[config.mk]
export PLATFORM = sky130hd
export DESIGN_NAME = logic_unit_pipe
export DESIGN_NICKNAME = d
export VERILOG_FILES = /design/src/rtl/logic_unit_pkg.sv /design/src/rtl/logic_unit_core.sv /design/src/rtl/logic_unit_pipe.sv
export SDC_FILE = /design/constraint.sdc
export NUM_CORES = 1
export LEC_CHECK = 0
export BUFFER_PORTS_ARGS = -buffer_cell sky130_fd_sc_hd__buf_2
export CORE_MARGIN = 2
export CORE_UTILIZATION = 30
export DETAILED_ROUTE_END_ITERATION = 10
export SLEW_MARGIN = 20
export SYNTH_ARGS = -nofsm -noshare
export SYNTH_HDL_FRONTEND = slang
export SYNTH_SLANG_ARGS = --single-unit
[constraint.sdc]
create_clock -name clk -period 5.55 [get_ports clk]
set_input_delay 1.11 -clock clk [delete_from_list [all_inputs] [get_ports clk]]
set_output_delay 1.11 -clock clk [all_outputs]
set_load 0.02 [all_outputs]
[src/rtl/logic_unit_pkg.sv]
// Shared definitions for the pipelined logic unit.
//   OP_W : width of the operation code
//   op_e : operation encodings (AND, OR, XOR, NOT, MUX, DMUX, ACCX, CLRACC)
package logic_unit_pkg;

  localparam int OP_W = 3;

  typedef enum logic [OP_W-1:0] {
    OP_AND    = 3'b000,
    OP_OR     = 3'b001,
    OP_XOR    = 3'b010,
    OP_NOT    = 3'b011,
    OP_MUX    = 3'b100,
    OP_DMUX   = 3'b101,
    OP_ACCX   = 3'b110,
    OP_CLRACC = 3'b111
  } op_e;

endpackage

[src/rtl/logic_unit_core.sv]
// Combinational operation datapath of the logic unit.
// Ports:
//   op       : operation code (op_e encoding)
//   a, b     : WIDTH-bit operands; b[SELW-1:0] is the MUX/DMUX index
//   acc      : current XOR accumulator value
//   result   : operation result
//   acc_next : accumulator value if this operation is committed
module logic_unit_core
  import logic_unit_pkg::*;
#(
  parameter int WIDTH = 8,
  parameter int SELW  = $clog2(WIDTH)
) (
  input  logic [OP_W-1:0]  op,
  input  logic [WIDTH-1:0] a,
  input  logic [WIDTH-1:0] b,
  input  logic [WIDTH-1:0] acc,
  output logic [WIDTH-1:0] result,
  output logic [WIDTH-1:0] acc_next
);

  op_e             opc;
  logic [SELW-1:0] idx;
  logic            idx_ok;

  always_comb begin
    opc      = op_e'(op);
    idx      = b[SELW-1:0];
    // Only reachable when WIDTH is not a power of two.
    idx_ok   = (32'(idx) < 32'(WIDTH));
    result   = '0;
    acc_next = acc;
    case (opc)
      OP_AND:  result = a & b;
      OP_OR:   result = a | b;
      OP_XOR:  result = a ^ b;
      OP_NOT:  result = ~a;
      OP_MUX:  if (idx_ok) result[0] = a[idx];
      OP_DMUX: if (idx_ok) result[idx] = a[0];
      OP_ACCX: begin
        acc_next = acc ^ a;
        result   = acc ^ a;
      end
      OP_CLRACC: begin
        acc_next = '0;
        result   = '0;
      end
      default: result = '0;
    endcase
  end

endmodule

[src/rtl/logic_unit_pipe.sv]
// Two-stage pipelined logic unit with XOR accumulator and valid/ready
// handshakes on both sides.
// Ports:
//   clk, rst            : clock, synchronous active-high reset
//   in_valid, in_ready  : upstream handshake
//   op, a, b            : operation code and operands
//   out_valid, out_ready: downstream handshake
//   result, zero, parity: registered result with zero / XOR-reduction flags
module logic_unit_pipe
  import logic_unit_pkg::*;
#(
  parameter int WIDTH = 8,
  parameter int SELW  = $clog2(WIDTH)
) (
  input  logic             clk,
  input  logic             rst,
  input  logic             in_valid,
  output logic             in_ready,
  input  logic [OP_W-1:0]  op,
  input  logic [WIDTH-1:0] a,
  input  logic [WIDTH-1:0] b,
  output logic             out_valid,
  input  logic             out_ready,
  output logic [WIDTH-1:0] result,
  output logic             zero,
  output logic             parity
);

  // Stage 1: captured operands
  logic             s1_valid_q, s1_valid_d;
  logic [OP_W-1:0]  s1_op_q, s1_op_d;
  logic [WIDTH-1:0] s1_a_q, s1_a_d;
  logic [WIDTH-1:0] s1_b_q, s1_b_d;

  // Stage 2: computed result
  logic             s2_valid_q, s2_valid_d;
  logic [WIDTH-1:0] result_q, result_d;
  logic             zero_q, zero_d;
  logic             parity_q, parity_d;

  // Running checksum
  logic [WIDTH-1:0] acc_q, acc_d;

  logic             s2_free;
  logic             s1_adv;
  logic             accept;
  logic [WIDTH-1:0] core_result;
  logic [WIDTH-1:0] core_acc_next;

  logic_unit_core #(
    .WIDTH (WIDTH),
    .SELW  (SELW)
  ) u_core (
    .op       (s1_op_q),
    .a        (s1_a_q),
    .b        (s1_b_q),
    .acc      (acc_q),
    .result   (core_result),
    .acc_next (core_acc_next)
  );

  always_comb begin
    s2_free  = !s2_valid_q || out_ready;
    s1_adv   = s1_valid_q && s2_free;
    in_ready = !s1_valid_q || s2_free;
    accept   = in_valid && in_ready;
  end

  always_comb begin
    s1_valid_d = s1_valid_q;
    s1_op_d    = s1_op_q;
    s1_a_d     = s1_a_q;
    s1_b_d     = s1_b_q;
    if (accept) begin
      s1_valid_d = 1'b1;
      s1_op_d    = op;
      s1_a_d     = a;
      s1_b_d     = b;
    end else if (s1_adv) begin
      s1_valid_d = 1'b0;
    end
  end

  // The accumulator commits only when its op moves into S2, so a stalled
  // ACCX/CLRACC sitting in S1 is never applied twice.
  always_comb begin
    s2_valid_d = s2_valid_q;
    result_d   = result_q;
    zero_d     = zero_q;
    parity_d   = parity_q;
    acc_d      = acc_q;
    if (s1_adv) begin
      s2_valid_d = 1'b1;
      result_d   = core_result;
      zero_d     = ~|core_result;
      parity_d   = ^core_result;
      acc_d      = core_acc_next;
    end else if (s2_valid_q && out_ready) begin
      s2_valid_d = 1'b0;
    end
  end

  always_ff @(posedge clk) begin
    if (rst) begin
      s1_valid_q <= 1'b0;
      s1_op_q    <= '0;
      s1_a_q     <= '0;
      s1_b_q     <= '0;
      s2_valid_q <= 1'b0;
      result_q   <= '0;
      zero_q     <= 1'b1;
      parity_q   <= 1'b0;
      acc_q      <= '0;
    end else begin
      s1_valid_q <= s1_valid_d;
      s1_op_q    <= s1_op_d;
      s1_a_q     <= s1_a_d;
      s1_b_q     <= s1_b_d;
      s2_valid_q <= s2_valid_d;
      result_q   <= result_d;
      zero_q     <= zero_d;
      parity_q   <= parity_d;
      acc_q      <= acc_d;
    end
  end

  assign out_valid = s2_valid_q;
  assign result    = result_q;
  assign zero      = zero_q;
  assign parity    = parity_q;

endmodule

==> impl_metrics.json, run 1 <==
{
  "dp_hpwl_um": 3930,
  "num_vias": 1998,
  "synth_edf_count": 0,
  "wl_per_cell_um": 13.4,
  "root_buffer": "clkbuf_8",
  "numClockSinks": 39,
  "ys_async_sr_fraction": 0,
  "first_pass_iters": 5,
  "crit_type": "register to register",
  "p_leak_nw": 1.21,
  "clock_latency_ns": 0.30,
  "crit_path_max_fanout": 16,
  "yosysTopAreaCellShare": 0.332,
  "ctsLongestPathBuffers": 2,
  "fin_setup_tns_ns": 0,
  "grt_start_max_net_pins": 40,
  "cp_slowest_cell": "dfxtp_1",
  "place.gp.congestion": 0.846,
  "coreArea_mm2": 0.00765,
  "dp_slack_ns": 2.62,
  "drt.antenna.violating_nets": 0,
  "final_area_mm2": 0.00270,
  "cap_violations": 0,
  "p_clk_frac": 0.359,
  "holdWs_ns": 0.487,
  "grt_pass1_vias": 1850,
  "power_switching_w": 0.000183,
  "critPathArrivalTime_ns": 3.15,
  "fin_ws_ns": 2.61,
  "cpPeakStageDelay_ns": 0.76,
  "viasPerCell": 4.89,
  "ys_seq_elements": 39,
  "final_common_cell": "nand2_1",
  "cpMostUsedCell": "xnor2_1",
  "max_freq_mhz": 340,
  "cp_top_family": "compound AO/OA/AOI/OAI gates",
  "combPwrFrac": 0.172,
  "rows": 32,
  "status": "complete, no violations",
  "dieArea_mm2": 0.00857,
  "post-synth-top-area-cell": "dfxtp_1",
  "hold_class": "register to register",
  "relSlewSlack": 0.492,
  "pin_count": 35,
  "required_ns": 5.76,
  "p_int_w": 0.000482,
  "peakVddDrop_mv": 0.0886,
  "numCtsBuffers": 5,
  "p_per_area_mw_per_mm2": 247,
  "synth.avg_cell_area_um2": 8.47,
  "portBuffers": 34,
  "area_growth_pct": 14.7,
  "final_cell_mix": "nand2_1, dfxtp_1, buf_2, nor2_1, a21oi_1",
  "yosysWarnings": 0,
  "final_nets": 349,
  "die_w_um": 92.6,
  "cp_cell_sequence": "mux4_1 -> a222oi_1 -> ha_1 -> xnor2_1 -> xnor2_1 -> a211oi_1",
  "yosysSeqAreaShare": 0.332,
  "drt_iter0_markers": 179,
  "cts_tree": "yes",
  "cts_max_level": 2,
  "netlist_area_mm2": 0.00235,
  "synth_flop_cell": "dfxtp_1",
  "switching_share": 0.276,
  "ys_top_cells_by_area": "dfxtp_1, ha_1, mux4_1, nand2_1, a21oi_1",
  "hold_viol_final": 0,
  "grt_use_total": 0.134,
  "slew_violations": 0,
  "synth_cells": 278,
  "min_period_ns": 2.94,
  "setup_viol": 0,
  "drc_errors": 0,
  "synthesis.nets": 321,
  "layout-drive-gt1-share": 0.176,
  "seq_power_share": 0.469,
  "antenna_cells": 0,
  "cts.reportedPaths.clkPinSlew_ns": 0.08,
  "ctsHoldBuffers": 0,
  "critPathLaunchType": "register",
  "grt_overflow_total": 0,
  "synth_cell_types": 35,
  "worst_slew_pin_slew_ns": 0.760,
  "wirelength_um": 5460,
  "endpoint_kind": "register",
  "rsz0062_at_grt": "false",
  "cts_setup_buffers": 0,
  "fin_worst_skew_ns": 0.00864,
  "grt_pass1_wl_um": 9070,
  "die_y_um": 92.6,
  "place_area_mm2": 0.00259,
  "cp.buffers_inverters": 0,
  "start_util": 0.308,
  "fin_crit_sh": 0.530,
  "cts_resized": 0,
  "antenna_found_initial": 0
}
[Yosys cell counts, drive strengths merged, types with 4 or more instances]
cell type / count
inv: 25
a222oi: 7
nand2: 41
dfxtp: 39
clkbuf: 11
a2bb2oi: 8
or2: 8
nor2: 32
a21oi: 28
a211oi: 9
and2: 4
xnor2: 4
nor2b: 11
ha: 20
mux4: 7
[layout make-up]
cell class	count	area, um2
fill	829	4950
multi-input combinational	200	1410
sequential	39	781
timing repair buffer	35	178
tap	102	128
inverter	25	93.8
clock buffer	5	68.8
clock inverter	3	43.8
[worst register-to-register path: stages (launching register included)]
cell and delay, ns:
dfxtp_1 0.76, mux4_1 0.66, a222oi_1 0.60, ha_1 0.34
xnor2_1 0.18, xnor2_1 0.10, a211oi_1 0.21
[final timing paths]
kind                                 from  depth (start not counted)  slack [ns]                      to
setup / recovery  s1_op_q[1]$_SDFFE_PP0P_                          6        2.61     parity$_SDFFE_PP0P_
hold reg to reg    s1_b_q[3]$_SDFFE_PP0P_                          2        0.49  s1_b_q[3]$_SDFFE_PP0P_
setup reg to reg  s1_op_q[1]$_SDFFE_PP0P_                          6        2.61     parity$_SDFFE_PP0P_
hold / removal     s1_b_q[3]$_SDFFE_PP0P_                          2        0.49  s1_b_q[3]$_SDFFE_PP0P_
[power by group through the flow]
stage	combinational, W	sequential, W	clock [W]
after floorplan	0.0000839	0.000318	0
after global placement	0.000112	0.000318	0
after detailed placement	0.000115	0.000319	0
after CTS	0.000116	0.000313	0.000245
after global routing	0.000129	0.000316	0.000259
final	0.000114	0.000312	0.000239
[stage by stage]
stage	total power [W]	util	std cells
CTS	0.000674	0.353	409
detailed placement	0.000434	0.338	401
floorplan	0.000401	-	278
global route	0.000704	0.353	409
finish	0.000666	0.353	409
global placement	0.000431	0.338	401
[cell families after synthesis]
family,after synthesis,share of synthesized area
simple gates,105,0.209
compound gates,61,0.178
buf+inv,39,0.0707
flops,39,0.332
fa+ha+maj,20,0.106
mux,10,0.0893
xor+xnor,4,0.0149
[per-layer routing]
| metal | routed length, um | GRT usage | vias up | share of wire |
|---|---|---|---|---|
| met4 | 63 | 0.0386 | 0 | 0.012 |
| met2 | 2600 | 0.215 | 32 | 0.48 |
| met3 | 237 | 0.0391 | 6 | 0.043 |
| li1 | - | - | 1022 | - |
| met1 | 2570 | 0.175 | 938 | 0.47 |
| met5 | 0 | 0 | - | 0 |
[registers in the layout, summed over array words and instances, names as in the netlist]
register and count:
acc_q 8, result 8, s1_a_q 8, s1_b_q 8, s1_op_q 3, out_valid 1, parity 1, s1_valid_q 1
zero 1
No activity file was read; power rests on OpenSTA's default activity.
==> inputs of run 2 (changes only) <==
==> constraint.sdc (replaced) <==
create_clock -name clk -period 2.8 [get_ports clk]
set_input_delay 0.56 -clock clk [delete_from_list [all_inputs] [get_ports clk]]
set_output_delay 0.56 -clock clk [all_outputs]
set_load 0.02 [all_outputs]
==> run 2 against run 1 <==
Via count grew 2.8%. First-iteration DRC count is 40% lower. Sequential power is 94% higher. Worst hold slack about the same. Clock skew shrank 0.0028 ns. Cell area is 5.1% higher. Non-clock buffer count is 15 higher.
==> impl_metrics.json, run 2 (synthesis gave the netlist of run 1 again) <==
{
  "place.gp.congestion": 0.829,
  "fin_cells": 424,
  "cts_tree": "yes",
  "p_leak_nw": 1.30,
  "cpPeakStageDelay_ns": 0.50,
  "start_util": 0.308,
  "required_ns": 3.01,
  "drt_iter0_markers": 107,
  "die_w_um": 92.6,
  "antenna_cells": 0,
  "worst_slew_pin_slew_ns": 0.742,
  "cts_max_level": 2,
  "numClockSinks": 39,
  "wl_per_cell_um": 12.9,
  "grt_use_total": 0.137,
  "dp_slack_ns": 0.129,
  "die_y_um": 92.6,
  "cp_top_family": "compound AO/OA/AOI/OAI gates",
  "coreArea_mm2": 0.00765,
  "clock_latency_ns": 0.30,
  "cp.buffers_inverters": 1,
  "setup_viol": 0,
  "peakVddDrop_mv": 0.192,
  "numCtsBuffers": 5,
  "viasPerCell": 4.84,
  "min_period_ns": 2.62,
  "rows": 32,
  "holdWs_ns": 0.487,
  "relSlewSlack": 0.506,
  "p_per_area_mw_per_mm2": 504,
  "fin_crit_sh": 0.935,
  "fin_ws_ns": 0.181,
  "status": "complete, no violations",
  "grt_start_max_net_pins": 40,
  "slew_violations": 0,
  "grt_overflow_total": 0,
  "cap_violations": 0,
  "root_buffer": "clkbuf_8",
  "final_common_cell": "nand2_1",
  "dp_hpwl_um": 4130,
  "combPwrFrac": 0.180,
  "area_growth_pct": 20.6,
  "endpoint_kind": "register",
  "max_freq_mhz": 382,
  "crit_path_max_fanout": 5,
  "drc_errors": 0,
  "grt_pass1_wl_um": 9270,
  "antenna_found_initial": 0,
  "wirelength_um": 5470,
  "cp_cell_sequence": "inv_1 -> ha_1 -> mux4_1 -> a222oi_1 -> ha_1 -> xnor2_1 -> xnor2_1 -> a211oi_1",
  "portBuffers": 34,
  "seq_power_share": 0.423,
  "grt_pass1_vias": 1896,
  "critPathLaunchType": "register",
  "placed_cells": 412,
  "final_cell_mix": "nand2_1, dfxtp_1, buf_2, nor2_1, a21oi_1",
  "fin_worst_skew_ns": 0.00581,
  "ctsHoldBuffers": 0,
  "hold_class": "register to register",
  "power_switching_w": 0.000368,
  "drt.antenna.violating_nets": 0,
  "power_w": 0.00143,
  "fin_setup_tns_ns": 0,
  "layout-drive-gt1-share": 0.220,
  "switching_share": 0.258,
  "cp_slowest_cell": "mux4_1",
  "critPathArrivalTime_ns": 2.83,
  "hold_viol_final": 0,
  "cts.reportedPaths.clkPinSlew_ns": 0.08,
  "final_nets": 364,
  "pin_count": 35,
  "p_int_w": 0.00106,
  "dieArea_mm2": 0.00857,
  "crit_type": "register to register",
  "first_pass_iters": 5,
  "p_clk_frac": 0.396,
  "ctsLongestPathBuffers": 2,
  "num_vias": 2054
}
[run 2: cell type report]
type	instances	area, um2
inverter	25	93.8
clock inverter	3	67.6
tap	102	128
clock buffer	5	68.8
fill	797	4810
sequential	39	783
multi-input combinational	200	1410
timing repair buffer	50	290
[run 2: worst paths after layout]
kind         slack [ns]                     end  cells after the start              startpoint
max                0.18     parity$_SDFFE_PP0P_                      8  s1_a_q[3]$_SDFFE_PP0P_
min                0.49  s1_a_q[3]$_SDFFE_PP0P_                      2  s1_a_q[3]$_SDFFE_PP0P_
max reg2reg        0.18     parity$_SDFFE_PP0P_                      8  s1_a_q[3]$_SDFFE_PP0P_
min reg2reg        0.49  s1_a_q[3]$_SDFFE_PP0P_                      2  s1_a_q[3]$_SDFFE_PP0P_
[run 2: per-stage QoR]
step,instance area (um2),util
2_1_floorplan,2350,-
3_3_place_gp,2670,0.349
3_5_place_dp,2670,0.349
4_1_cts,2810,0.367
5_1_grt,2840,0.371
6_report,2840,0.371
[run 2: layer usage]
| metal | vias up | GRT usage | share of wire |
|---|---|---|---|
| met4 | 0 | 0.0361 | 0.0097 |
| met2 | 39 | 0.235 | 0.48 |
| li1 | 1051 | - | - |
| met1 | 959 | 0.172 | 0.46 |
| met3 | 5 | 0.0317 | 0.046 |
| met5 | - | 0 | 0 |
[run 2: timing repair]
item / 4_1_cts / 5_1_grt
resized for setup: 0 / 2
endpoints found under the setup margin: 0 / 1
buffers inserted: 0 / 4
[run 2: worst register-to-register path, stage by stage (launching register included)]
cell and delay (ns):
dfxtp_2 0.37, inv_1 0.07, ha_1 0.29, mux4_1 0.50
a222oi_1 0.48, ha_1 0.33, xnor2_1 0.20, xnor2_1 0.09
a211oi_1 0.21
[run 2: power by group through the flow]
stage	Combinational (W)	Sequential, W	Clock [W]
after floorplan	0.000166	0.000629	0
after global placement	0.000250	0.000617	0
after detailed placement	0.000255	0.000618	0
after CTS	0.000256	0.000605	0.000575
after global routing	0.000293	0.000611	0.000603
final	0.000257	0.000605	0.000567
==> inputs of run 3 (changes only) <==
--- a/config.mk
+++ b/config.mk
@@ -6,9 +6,12 @@
 export NUM_CORES = 1
 export LEC_CHECK = 0
 export BUFFER_PORTS_ARGS = -buffer_cell sky130_fd_sc_hd__buf_2
+export CELL_PAD_IN_SITES_DETAIL_PLACEMENT = 0
+export CELL_PAD_IN_SITES_GLOBAL_PLACEMENT = 1
 export CORE_MARGIN = 2
 export CORE_UTILIZATION = 30
 export DETAILED_ROUTE_END_ITERATION = 10
+export PLACE_DENSITY_LB_ADDON = 0.1
 export SLEW_MARGIN = 20
 export SYNTH_ARGS = -nofsm -noshare
 export SYNTH_HDL_FRONTEND = slang
==> run 3 against run 2 <==
Sequential power barely moved. Maximum frequency fell by 2.8%. Cell count rose by 0.24%. Clock power fell by 24%. Clock skew rose by 0.00064 ns. Worst setup slack got worse by 0.075 ns. Register-to-register slack got worse by 0.07 ns. Routed wire length rose by 10%. Cell area fell by 1.0%. Via count fell by 1.3%. Combinational power rose by 2%. Sequential cell count did not move.
==> impl_metrics.json, run 3 (synthesis gave the netlist of run 1 again) <==
{
  "status": "complete, no violations",
  "cp_top_family": "compound AO/OA/AOI/OAI gates",
  "fin_crit_sh": 0.962,
  "fin_worst_skew_ns": 0.00646,
  "root_buffer": "clkbuf_8",
  "drt.antenna.violating_nets": 0,
  "layout-drive-gt1-share": 0.220,
  "crit_type": "register to register",
  "hold_class": "register to register",
  "wl_per_cell_um": 14.2,
  "die_w_um": 92.6,
  "dieArea_mm2": 0.00857,
  "ctsLongestPathBuffers": 2,
  "grt_pass1_wl_um": 10200,
  "start_util": 0.308,
  "final_nets": 365,
  "die_y_um": 92.6,
  "grt_overflow_total": 0,
  "numCtsBuffers": 5,
  "final_cell_mix": "nand2_1, dfxtp_1, buf_2, nor2_1, a21oi_1",
  "final_common_cell": "nand2_1",
  "grt_start_max_net_pins": 40,
  "crit_path_max_fanout": 5,
  "cts.reportedPaths.clkPinSlew_ns": 0.08,
  "coreArea_mm2": 0.00765,
  "first_pass_iters": 5,
  "setup_viol": 0,
  "hold_viol_final": 0,
  "cp.buffers_inverters": 1,
  "cap_violations": 0,
  "fin_cells": 425,
  "placed_cells": 414,
  "critPathArrivalTime_ns": 2.90,
  "worst_slew_pin_slew_ns": 0.748,
  "cp_cell_sequence": "inv_1 -> ha_1 -> mux4_1 -> a222oi_1 -> ha_1 -> xnor2_1 -> xnor2_1 -> a211oi_1",
  "grt_pass1_vias": 1958,
  "relSlewSlack": 0.501,
  "max_freq_mhz": 371,
  "fin_util": 0.367,
  "antenna_cells": 0,
  "clock_latency_ns": 0.29,
  "place.gp.congestion": 0.793,
  "dp_hpwl_um": 4480,
  "antenna_found_initial": 0,
  "drc_errors": 0,
  "holdWs_ns": 0.489,
  "endpoint_kind": "register",
  "ctsHoldBuffers": 0,
  "num_vias": 2028,
  "viasPerCell": 4.77,
  "drt_iter0_markers": 86,
  "numClockSinks": 39,
  "portBuffers": 34,
  "cpPeakStageDelay_ns": 0.53,
  "rows": 32,
  "p_leak_nw": 1.29,
  "peakVddDrop_mv": 0.154,
  "min_period_ns": 2.69,
  "critPathLaunchType": "register",
  "slew_violations": 0,
  "cp_slowest_cell": "mux4_1",
  "required_ns": 3.01,
  "wirelength_um": 6050,
  "area_growth_pct": 19.3,
  "cts_tree": "yes",
  "cts_max_level": 2,
  "grt_use_total": 0.153,
  "p_per_area_mw_per_mm2": 462,
  "pin_count": 35
}
-- run 3: cell types whose count changed in the layout (fill, tap and decap cells not counted), sizes merged --
cell | previous run | this run
bufinv | 2 | 0
clkinvlp | 1 | 0
clkbuf | 5 | 8
buf | 50 | 51
-- run 3: per-layer routing --
metal  global-route usage  wire, um
met1                0.219      3010
met3               0.0325       268
met4               0.0410        66
met2                0.234      2700
met5                    0         0
-- run 3: report_power, final --
group / total, W / internal [W] / switching [W]
clock: 0.000430 / 0.000225 / 0.000205
sequential: 0.000606 / 0.000583 / 0.0000230
combinational: 0.000261 / 0.000123 / 0.000137
total: 0.00130 / 0.000932 / 0.000366
-- run 3: worst paths after layout --
| kind | start | end | slack (ns) | depth (start not counted) |
|---|---|---|---|---|
| max | s1_a_q[3]$_SDFFE_PP0P_ | parity$_SDFFE_PP0P_ | 0.11 | 8 |
| min | s1_a_q[3]$_SDFFE_PP0P_ | s1_a_q[3]$_SDFFE_PP0P_ | 0.49 | 2 |
| max reg2reg | s1_a_q[3]$_SDFFE_PP0P_ | parity$_SDFFE_PP0P_ | 0.11 | 8 |
| min reg2reg | s1_a_q[3]$_SDFFE_PP0P_ | s1_a_q[3]$_SDFFE_PP0P_ | 0.49 | 2 |
-- run 3: layout make-up --
type,instances,area (um2)
inverters,25,93.8
clock buffers,8,100
flip-flops and latches,39,783
well taps,102,128
fillers,820,4840
repair buffers,51,298
multi-input cells,200,1410
-- run 3: metrics by stage --
stage | total power (W) | area (um2) | setup slack (ns) | TNS [ns]
floorplan | 0.000796 | 2350 | 0.320 | 0
global placement | 0.000879 | 2690 | 0.0717 | 0
detailed placement | 0.000880 | 2690 | -0.00236 | -0.00236
CTS | 0.00132 | 2790 | 0.0333 | 0
global route | 0.00138 | 2810 | -0.0323 | -0.0323
finish | 0.00130 | 2810 | 0.106 | 0
-- run 3: worst min-delay path, stage by stage, from the launching register on --
cell and delay [ns]:
dfxtp_2 0.34, nand2_1 0.06, a21oi_1 0.05
-- run 3: timing repair --
item	4_1_cts	5_1_grt
pin swaps	0	3
endpoints found under the setup margin	1	1
buffers inserted	0	3
resized for setup	1	1
